## config.mk

```make
export PLATFORM = sky130hd
export DESIGN_NAME = rsa_uart_sequencer_flat
export DESIGN_NICKNAME = d
export VERILOG_FILES = /design/src/rtl/rsa_uart_sequencer_if.sv /design/src/rtl/rsa_uart_sequencer.sv /design/src/flat_wrapper.sv
export SDC_FILE = /design/constraint.sdc
export NUM_CORES = 1
export LEC_CHECK = 0
export CORE_ASPECT_RATIO = 0.8
export CORE_MARGIN = 2
export CORE_UTILIZATION = 35
export DETAILED_ROUTE_END_ITERATION = 7
export GPL_ROUTABILITY_DRIVEN = 0
export GPL_TIMING_DRIVEN = 0
export MAX_ROUTING_LAYER = met4
export SYNTH_ARGS = -nofsm -noshare
export SYNTH_HDL_FRONTEND = slang
export SYNTH_SLANG_ARGS = --single-unit
```

## constraint.sdc

```tcl
create_clock -name clk -period 3.2 [get_ports clk]
set_input_delay 0.32 -clock clk [delete_from_list [all_inputs] [get_ports clk]]
set_output_delay 0.32 -clock clk [all_outputs]
set_load 0.05 [all_outputs]
```

## src/rtl/rsa_uart_sequencer_if.sv

```systemverilog
// Bundle of UART byte-stream and RSA-core signals between the sequencer (slave)
// and its environment (master).
interface rsa_uart_sequencer_if #(
    parameter int N = 32
);
    // Handshakes are strobes, not valid/ready: rx_valid, tx_valid, core_start and
    // core_done are each high for exactly one cycle per transfer and data is only
    // meaningful in that cycle; is_transmitting is the sole back-pressure signal.
    logic         rx_valid;
    logic [7:0]   rx_byte;
    logic         is_transmitting;
    logic         tx_valid;
    logic [7:0]   tx_byte;
    logic [N-1:0] msg_out;
    logic [N-1:0] exp_out;
    logic [N-1:0] mod_out;
    logic         core_start;
    logic         core_done;
    logic [N-1:0] core_result;
    logic         busy;
    logic         cmd_error;

    modport master (
        output rx_valid, rx_byte, is_transmitting, core_done, core_result,
        input  tx_valid, tx_byte, msg_out, exp_out, mod_out, core_start, busy, cmd_error
    );

    modport slave (
        input  rx_valid, rx_byte, is_transmitting, core_done, core_result,
        output tx_valid, tx_byte, msg_out, exp_out, mod_out, core_start, busy, cmd_error
    );
endinterface

```

## src/rtl/rsa_uart_sequencer.sv

```systemverilog
// UART command sequencer for the RSA core: loads operands MSB-first, runs the core and
// streams the result back bytewise. Define RSA_SEQ_ACK_EN to acknowledge each operand load.
module rsa_uart_sequencer #(
    parameter int N          = 32,
    parameter int BYTE_CNT_W = 3
) (
    input  logic                 clk,
    input  logic                 rst,
    rsa_uart_sequencer_if.slave  bus,
    output logic [2:0]           state_dbg
);
    typedef enum logic [2:0] {
        S_IDLE,
        S_LOAD,
        S_START,
        S_WAIT_DONE,
        S_TX_BYTE,
`ifdef RSA_SEQ_ACK_EN
        S_TX_GAP,
        S_ACK
`else
        S_TX_GAP
`endif
    } state_t;

    localparam logic [BYTE_CNT_W-1:0] BYTES_LAST = BYTE_CNT_W'(N / 8 - 1);
    localparam logic [BYTE_CNT_W-1:0] BYTES_ALL  = BYTE_CNT_W'(N / 8);
    localparam logic [BYTE_CNT_W-1:0] CNT_ONE    = BYTE_CNT_W'(1);

    state_t                state_q, state_d;
    logic [N-1:0]          msg_q, msg_d;
    logic [N-1:0]          exp_q, exp_d;
    logic [N-1:0]          mod_q, mod_d;
    logic [N-1:0]          result_q, result_d;
    logic [BYTE_CNT_W-1:0] cnt_q, cnt_d;
    logic [1:0]            sel_q, sel_d;
    logic                  cmd_error_q, cmd_error_d;

    always_ff @(posedge clk) begin
        if (rst) begin
            state_q     <= S_IDLE;
            msg_q       <= '0;
            exp_q       <= '0;
            mod_q       <= '0;
            result_q    <= '0;
            cnt_q       <= '0;
            sel_q       <= '0;
            cmd_error_q <= 1'b0;
        end else begin
            state_q     <= state_d;
            msg_q       <= msg_d;
            exp_q       <= exp_d;
            mod_q       <= mod_d;
            result_q    <= result_d;
            cnt_q       <= cnt_d;
            sel_q       <= sel_d;
            cmd_error_q <= cmd_error_d;
        end
    end

    always_comb begin
        state_d = state_q;
        case (state_q)
            S_IDLE: begin
                if (bus.rx_valid) begin
                    if (bus.rx_byte == 8'h01 || bus.rx_byte == 8'h02 || bus.rx_byte == 8'h03)
                        state_d = S_LOAD;
                    else if (bus.rx_byte == 8'h04)
                        state_d = S_START;
                end
            end
            S_LOAD: begin
                if (bus.rx_valid && cnt_q == BYTES_LAST) begin
`ifdef RSA_SEQ_ACK_EN
                    state_d = S_ACK;
`else
                    state_d = S_IDLE;
`endif
                end
            end
            S_START:     state_d = S_WAIT_DONE;
            S_WAIT_DONE: if (bus.core_done) state_d = S_TX_BYTE;
            S_TX_BYTE:   if (!bus.is_transmitting) state_d = S_TX_GAP;
            S_TX_GAP:    state_d = (cnt_q == BYTES_ALL) ? S_IDLE : S_TX_BYTE;
`ifdef RSA_SEQ_ACK_EN
            S_ACK:       if (!bus.is_transmitting) state_d = S_IDLE;
`endif
            default:     state_d = S_IDLE;
        endcase
    end

    // Datapath updates; bytes and core_done arriving in other states fall through the case.
    always_comb begin
        msg_d       = msg_q;
        exp_d       = exp_q;
        mod_d       = mod_q;
        result_d    = result_q;
        cnt_d       = cnt_q;
        sel_d       = sel_q;
        cmd_error_d = 1'b0;
        case (state_q)
            S_IDLE: begin
                if (bus.rx_valid) begin
                    if (bus.rx_byte == 8'h01 || bus.rx_byte == 8'h02 || bus.rx_byte == 8'h03) begin
                        sel_d = bus.rx_byte[1:0];
                        cnt_d = '0;
                    end else if (bus.rx_byte != 8'h04) begin
                        cmd_error_d = 1'b1;
                    end
                end
            end
            S_LOAD: begin
                if (bus.rx_valid) begin
                    case (sel_q)
                        2'd1:    msg_d = {msg_q[N-9:0], bus.rx_byte};
                        2'd2:    exp_d = {exp_q[N-9:0], bus.rx_byte};
                        2'd3:    mod_d = {mod_q[N-9:0], bus.rx_byte};
                        default: ;
                    endcase
                    cnt_d = cnt_q + CNT_ONE;
                end
            end
            S_WAIT_DONE: begin
                if (bus.core_done) begin
                    result_d = bus.core_result;
                    cnt_d    = '0;
                end
            end
            S_TX_BYTE: begin
                if (!bus.is_transmitting) begin
                    result_d = {result_q[N-9:0], 8'h00};
                    cnt_d    = cnt_q + CNT_ONE;
                end
            end
            default: ;
        endcase
    end

    always_comb begin
        bus.tx_valid = 1'b0;
        bus.tx_byte  = 8'h00;
        if (state_q == S_TX_BYTE && !bus.is_transmitting) begin
            bus.tx_valid = 1'b1;
            bus.tx_byte  = result_q[N-1:N-8];
        end
`ifdef RSA_SEQ_ACK_EN
        if (state_q == S_ACK && !bus.is_transmitting) begin
            bus.tx_valid = 1'b1;
            bus.tx_byte  = {6'b101000, sel_q};
        end
`endif
        bus.core_start = (state_q == S_START);
        bus.busy       = (state_q != S_IDLE) && (state_q != S_LOAD);
        bus.cmd_error  = cmd_error_q;
        bus.msg_out    = msg_q;
        bus.exp_out    = exp_q;
        bus.mod_out    = mod_q;
        state_dbg      = state_q;
    end
endmodule
```

## src/flat_wrapper.sv

```systemverilog
// flat-port wrapper written by rule: the top's interface ports become plain ports
module rsa_uart_sequencer_flat 
#(
    parameter int N          = 32,
    parameter int BYTE_CNT_W = 3
)
  (clk, rst, state_dbg, bus_rx_valid, bus_rx_byte, bus_is_transmitting, bus_core_done, bus_core_result, bus_tx_valid, bus_tx_byte, bus_msg_out, bus_exp_out, bus_mod_out, bus_core_start, bus_busy, bus_cmd_error);
  rsa_uart_sequencer_if #(.N(N)) bus_i ();
  input  logic clk;
  input  logic rst;
  output logic [2:0] state_dbg;
  input wire logic [$bits(bus_i.rx_valid)-1:0] bus_rx_valid;
  input wire logic [$bits(bus_i.rx_byte)-1:0] bus_rx_byte;
  input wire logic [$bits(bus_i.is_transmitting)-1:0] bus_is_transmitting;
  input wire logic [$bits(bus_i.core_done)-1:0] bus_core_done;
  input wire logic [$bits(bus_i.core_result)-1:0] bus_core_result;
  output wire logic [$bits(bus_i.tx_valid)-1:0] bus_tx_valid;
  output wire logic [$bits(bus_i.tx_byte)-1:0] bus_tx_byte;
  output wire logic [$bits(bus_i.msg_out)-1:0] bus_msg_out;
  output wire logic [$bits(bus_i.exp_out)-1:0] bus_exp_out;
  output wire logic [$bits(bus_i.mod_out)-1:0] bus_mod_out;
  output wire logic [$bits(bus_i.core_start)-1:0] bus_core_start;
  output wire logic [$bits(bus_i.busy)-1:0] bus_busy;
  output wire logic [$bits(bus_i.cmd_error)-1:0] bus_cmd_error;
  assign bus_i.rx_valid = bus_rx_valid;
  assign bus_i.rx_byte = bus_rx_byte;
  assign bus_i.is_transmitting = bus_is_transmitting;
  assign bus_i.core_done = bus_core_done;
  assign bus_i.core_result = bus_core_result;
  assign bus_tx_valid = bus_i.tx_valid;
  assign bus_tx_byte = bus_i.tx_byte;
  assign bus_msg_out = bus_i.msg_out;
  assign bus_exp_out = bus_i.exp_out;
  assign bus_mod_out = bus_i.mod_out;
  assign bus_core_start = bus_i.core_start;
  assign bus_busy = bus_i.busy;
  assign bus_cmd_error = bus_i.cmd_error;
  rsa_uart_sequencer #(.N(N), .BYTE_CNT_W(BYTE_CNT_W)) u_core (.clk(clk), .rst(rst), .bus(bus_i), .state_dbg(state_dbg));
endmodule
```

Yosys cells after proc, flatten, opt, wreduce, memory -nomap -nowiden. Index checks and enable logic that the tools add are counted.

Equality and inequality tests: 23. Mux-type cells: 20. Bitwise operators: 2. Add/subtract/negate cells: 1. Reductions and logical operators: 18.

Operators by type and width (number): 2-to-1 mux 32 bit (2); one-hot mux 32 bit (2 select lines) (1); 2-to-1 mux 3 bit (12); one-hot mux 3 bit (6 select lines) (1); == test 8 x 2 -> 1 bit (second input constant) (2); AND reduction 3 bit (5); one-hot mux 3 bit (4 select lines) (1); == test 3 x 2 -> 1 bit (second input constant) (3); == test 3 bit (second input constant) (3); == test 8 x 1 -> 1 bit (second input constant) (1); == test 8 x 3 -> 1 bit (second input constant) (1); 2-to-1 mux 8 bit (1); inequality test 2 bit (second input constant) (4); inequality test 8 x 3 -> 1 bit (second input constant) (1); inequality test 3 x 1 -> 1 bit (second input constant) (2); AND reduction 6 bit (1); AND reduction 5 bit (1); == test 2 bit (second input constant) (2); inequality test 2 x 1 -> 1 bit (second input constant) (2); nonzero test 4 bit (1); OR reduction 4 bit (1); adder 3 x 1 -> 3 bit (second input constant) (1); == test 3 x 1 -> 1 bit (second input constant) (1); logical AND 1 bit (3); 8 further kinds (11).

Output and inout port bits: 111. Bits in registers: 137. Bits of input ports: 45.

Logic depth before layout (Yosys ltp).
Word-level depth: 6. Gate-level depth with buffers: 7. Gate-level depth less buffers: 6.

Least setup slack after synthesis. OpenSTA, ideal clock, no wires.

Path type: flip-flop to output port. Start point: register u_core.state_q[2] (netlist: u_core.state_dbg[2]). End point: output port bus_tx_byte[0]. Path slack: 1.067 ns. Stages on the path, launching flop included: 4. Arrival time: 1.813 ns. Data required time: 2.880 ns. Cells stage by stage: dfxtp_1 > nor4b_2 > buf_2 > and2_1.

Cells in the longest elaborated chain, start to end: 3.

RTL lines: start: declaration (RTL line rsa_uart_sequencer.sv:30) `state_t state_q, state_d;`; start signal: assignment (RTL line rsa_uart_sequencer.sv:50) `state_q <= state_d;`; == test 3 bit (RTL line rsa_uart_sequencer.sv:142) `if (state_q == S_TX_BYTE && !bus.is_transmitting) begin`; logical AND 1 bit (RTL line rsa_uart_sequencer.sv:142); 2-to-1 mux 8 bit (RTL line rsa_uart_sequencer.sv:142); end: declaration (RTL line flat_wrapper.sv:18) `output wire logic [$bits(bus_i.tx_byte)-1:0] bus_tx_byte;`.

No other way between the ends.

Worst setup path after layout.
Start point: register u_core.state_q[1] (netlist: u_core.state_dbg[1]). End point: output port bus_tx_byte[5].

Same word-level chain as after synthesis.

==> flow_metrics.env <==
export IMPL_status="completed"
export IMPL_firstDrtPassIters=5
export IMPL_dp_cells=1024
export IMPL_leakage_nw=2.69
export IMPL_crit_arrival_ns=2.48
export IMPL_dp_hpwl_um=11800
export IMPL_grt_overflow_total=0
export IMPL_place_ws_ns=0.483
export IMPL_finalSetupViolations=0
export IMPL_cts_sinks=137
export IMPL_r2r_cells=6
export IMPL_areaGrowthSynthToFinish_pct=44.1
export IMPL_vias_per_cell=4.80
export IMPL_cts_tree="yes"
export IMPL_drt_wirelength_per_cell_um=15.0
export IMPL_dieWidth_um=145
export IMPL_ctsHoldBuffers=0
export IMPL_grt_pass1_vias=4976
export IMPL_p_int_mw=3.16
export IMPL_avgSynthCellArea_um2=8.55
export IMPL_crit_path_end_kind="primary output"
export IMPL_grt_setup_unrepaired="false"
export IMPL_critical_path_cell_chain="buf_6 > nor4b_2 > buf_2 > and2_1 > clkdlybuf4s50_1"
export IMPL_clk_pin_slew_worst_paths_ns=0.06
export IMPL_chipHeight_um=117
export IMPL_crit_cells=5
export IMPL_fin_skew_ns=0.00855
export IMPL_initial_core_util_pct=35.6
export IMPL_hold_violations=0
export IMPL_drc=0
export IMPL_drv_cap=0
export IMPL_synth_warnings=0
export IMPL_ys_seq_area_share_pct=49.0
export IMPL_antenna_left=0
export IMPL_crit_type="flip-flop to primary output"
export IMPL_drt_iter0_drc=261
export IMPL_ir_worst_vdd_mv=0.390
export IMPL_clkPwrFrac_pct=53.5
export IMPL_dieArea_mm2=0.0170
export IMPL_cpMaxStageDelayCell="clkdlybuf4s50_1"
export IMPL_crit_fanout=10
export IMPL_vias=5067
export IMPL_clk_latency_ns=0.42
export IMPL_hold_class="flip-flop to flip-flop"
export IMPL_drv_slew=0
export IMPL_power_frac_comb_pct=3.5
export IMPL_switching_share_pct=20.4
export IMPL_n_antenna_cell=0
export IMPL_syn_inst=654
export IMPL_grt_pass1_wl_um=25300
export IMPL_ys_types=44
export IMPL_syn_area_mm2=0.00559
export IMPL_htreeDepth=4
export IMPL_layout_commonest_cell="nand2_1"
export IMPL_layout_drive_gt1_share_pct=9.87
export IMPL_nets=877
export IMPL_reg2reg_from="u_core.state_dbg[1]"
export IMPL_root_buffer="clkbuf_16"
export IMPL_critPathTopFamily="buffers and inverters"
export IMPL_holdPathEnd="u_core.bus.msg_out[24]"
export IMPL_numCtsBuffers=17
export IMPL_ios=156
export IMPL_synth_top_cell_by_area="dfxtp_1"
export IMPL_max_clock_freq_ghz=0.357
export IMPL_p_per_area_mw_per_mm2=493
export IMPL_antenna_found_initial=0
export IMPL_period_share_pct=87.6
export IMPL_synth_fp_nets=703
export IMPL_relSlewSlack_pct=49.6
export IMPL_synth_top_area_share_pct=49.0
export IMPL_tightest_slew_ns=0.755
export IMPL_hold_slack_ns=0.453
export IMPL_cp_num_buf_inv=3
export IMPL_regToRegEndpoint="u_core.bus.exp_out[2]"
export IMPL_io_buffer_count=155
export IMPL_layout_common_cells="nand2_1, clkdlybuf4s50_1, dfxtp_1"
export IMPL_pwr_share_seq_pct=42.9
export IMPL_layout_cells_non_filler=1056
export IMPL_worstPathRequired_ns=2.88
export IMPL_coreArea_mm2=0.0157
export IMPL_fin_ws_ns=0.397
export IMPL_rows=41
export IMPL_grt_max_degree=17
export IMPL_synth_area_leaders="dfxtp_1, nand2_1, a21oi_1, mux2i_1, a211oi_2"
export IMPL_min_period_ns=2.80
export IMPL_hp_start="u_core.bus.msg_out[24]"
export IMPL_cts_setup_buffers=0
export IMPL_post_cts_resize_count=0
export IMPL_grt_total_usage_pct=19.5
export IMPL_power_switching_mw=0.812
export IMPL_ys_ff_latch=137
export IMPL_setup_tns_ns=0
export IMPL_clockBufferDepth=2
export IMPL_setup_worst_path_start_class="flip-flop"
export IMPL_drt_wl_total_um=15900
export IMPL_r2r_slack_ns=1.41
export IMPL_worstHoldPathCells=2
export IMPL_cpPeakStageDelay_ns=0.79
## cell type report
| type | count | area, um^2 |
|---|---|---|
| fill | 1500 | 7640 |
| sequential | 137 | 2740 |
| multi-input combinational | 459 | 2530 |
| timing repair buffer | 155 | 1550 |
| clock buffer | 22 | 484 |
| buffer | 50 | 289 |
| tap | 215 | 269 |
| clock inverter | 10 | 163 |
| inverter | 8 | 30.0 |
## Yosys cell counts
master       n
nor4bb_1     1
mux2_1       2
nor2b_1      8
mux2_2       1
and3b_1      2
nor3b_4      1
nor4b_2      1
xnor2_1      1
or3_1        2
xor2_1       1
a21oi_1     97
inv_1        8
nor2_1      42
clkbuf_1    24
buf_4       15
nand2_1    196
a211oi_1    10
ha_1         4
a211oi_2    17
nand2b_1     3
nor4_2       1
nand4_1      2
a31oi_1      2
dfxtp_1    137
o21ai_2      1
o21ba_2      1
nor3_1       2
o41ai_2      1
buf_2        6
a31o_2       1
mux2i_1     35
and4bb_1     1
nor3b_1      2
a2bb2oi_1    1
and2_1       8
nand3_1      3
a41o_1       1
nor4b_1      1
and3_1       1
o211a_1      1
o211ai_2     1
buf_6        5
nand3b_1     3
o211ai_1     1
## logic make-up after synthesis
| logic type | count (synthesis) | share of synthesized area, % |
|---|---|---|
| and+or+nand+nor | 280 | 21.5 |
| DFF | 137 | 49.0 |
| AOI/OAI and AO/OA | 135 | 15.7 |
| buffers and inverters | 58 | 5.70 |
| muxes | 38 | 6.87 |
| adders and majority gates | 4 | 0.895 |
| xor gates and xnor gates | 2 | 0.313 |
## metrics by stage
stage | util [%] | total power, mW | instance area (um^2)
final | 51.3 | 3.98 | 8060
after global routing | 51.3 | 4.11 | 8060
after CTS | 51.3 | 4.02 | 8060
after detailed placement | 47.2 | 1.89 | 7410
after global placement | 47.2 | 1.88 | 7410
after floorplan | - | 1.80 | 5590
## flip-flops by register name, indices dropped and copies added, names as in the netlist
name / count
u_core.bus.exp_out: 32
u_core.sel_q: 2
u_core.cnt_q: 3
u_core.result_q: 32
u_core.state_dbg: 3
u_core.bus.cmd_error: 1
u_core.bus.mod_out: 32
u_core.bus.msg_out: 32
## routing by layer
layer  vias to the layer above  wire (um)  GRT usage (%)
met3                         9        821           5.23
met5                         -          0              -
met2                       126       7240           29.7
met4                         0         89           6.34
li1                       2535          -              -
met1                      2397       7730           25.3
## worst register-to-register path, stage by stage (launching register included)
cell and delay [ns]:
dfxtp_1 0.36, buf_6 0.15, and4bb_1 0.28, nand3b_1 0.23
clkbuf_1 0.43, nand2_1 0.12, a21oi_1 0.16
## how the worst max path moves through the flow
stage | from | to | slack, ns
2_1_floorplan | u_core.state_dbg[2] | bus_tx_byte[0] | 1.07
3_3_place_gp | bus_is_transmitting | bus_tx_byte[7] | 0.54
3_5_place_dp | bus_is_transmitting | bus_tx_byte[5] | 0.48
4_1_cts | u_core.state_dbg[1] | bus_tx_byte[5] | 0.37
5_1_grt | u_core.state_dbg[1] | bus_tx_byte[3] | 0.28
6_report | u_core.state_dbg[1] | bus_tx_byte[5] | 0.40
## power groups by stage
stage | clock network (mW) | registers, mW | logic, mW
5_1_grt | 2.25 | 1.71 | 0.151
6_report | 2.13 | 1.71 | 0.140
3_3_place_gp | 0 | 1.74 | 0.139
3_5_place_dp | 0 | 1.74 | 0.141
4_1_cts | 2.17 | 1.71 | 0.142
2_1_floorplan | 0 | 1.75 | 0.0486
Note: power is estimated with default switching activity, not from simulation.
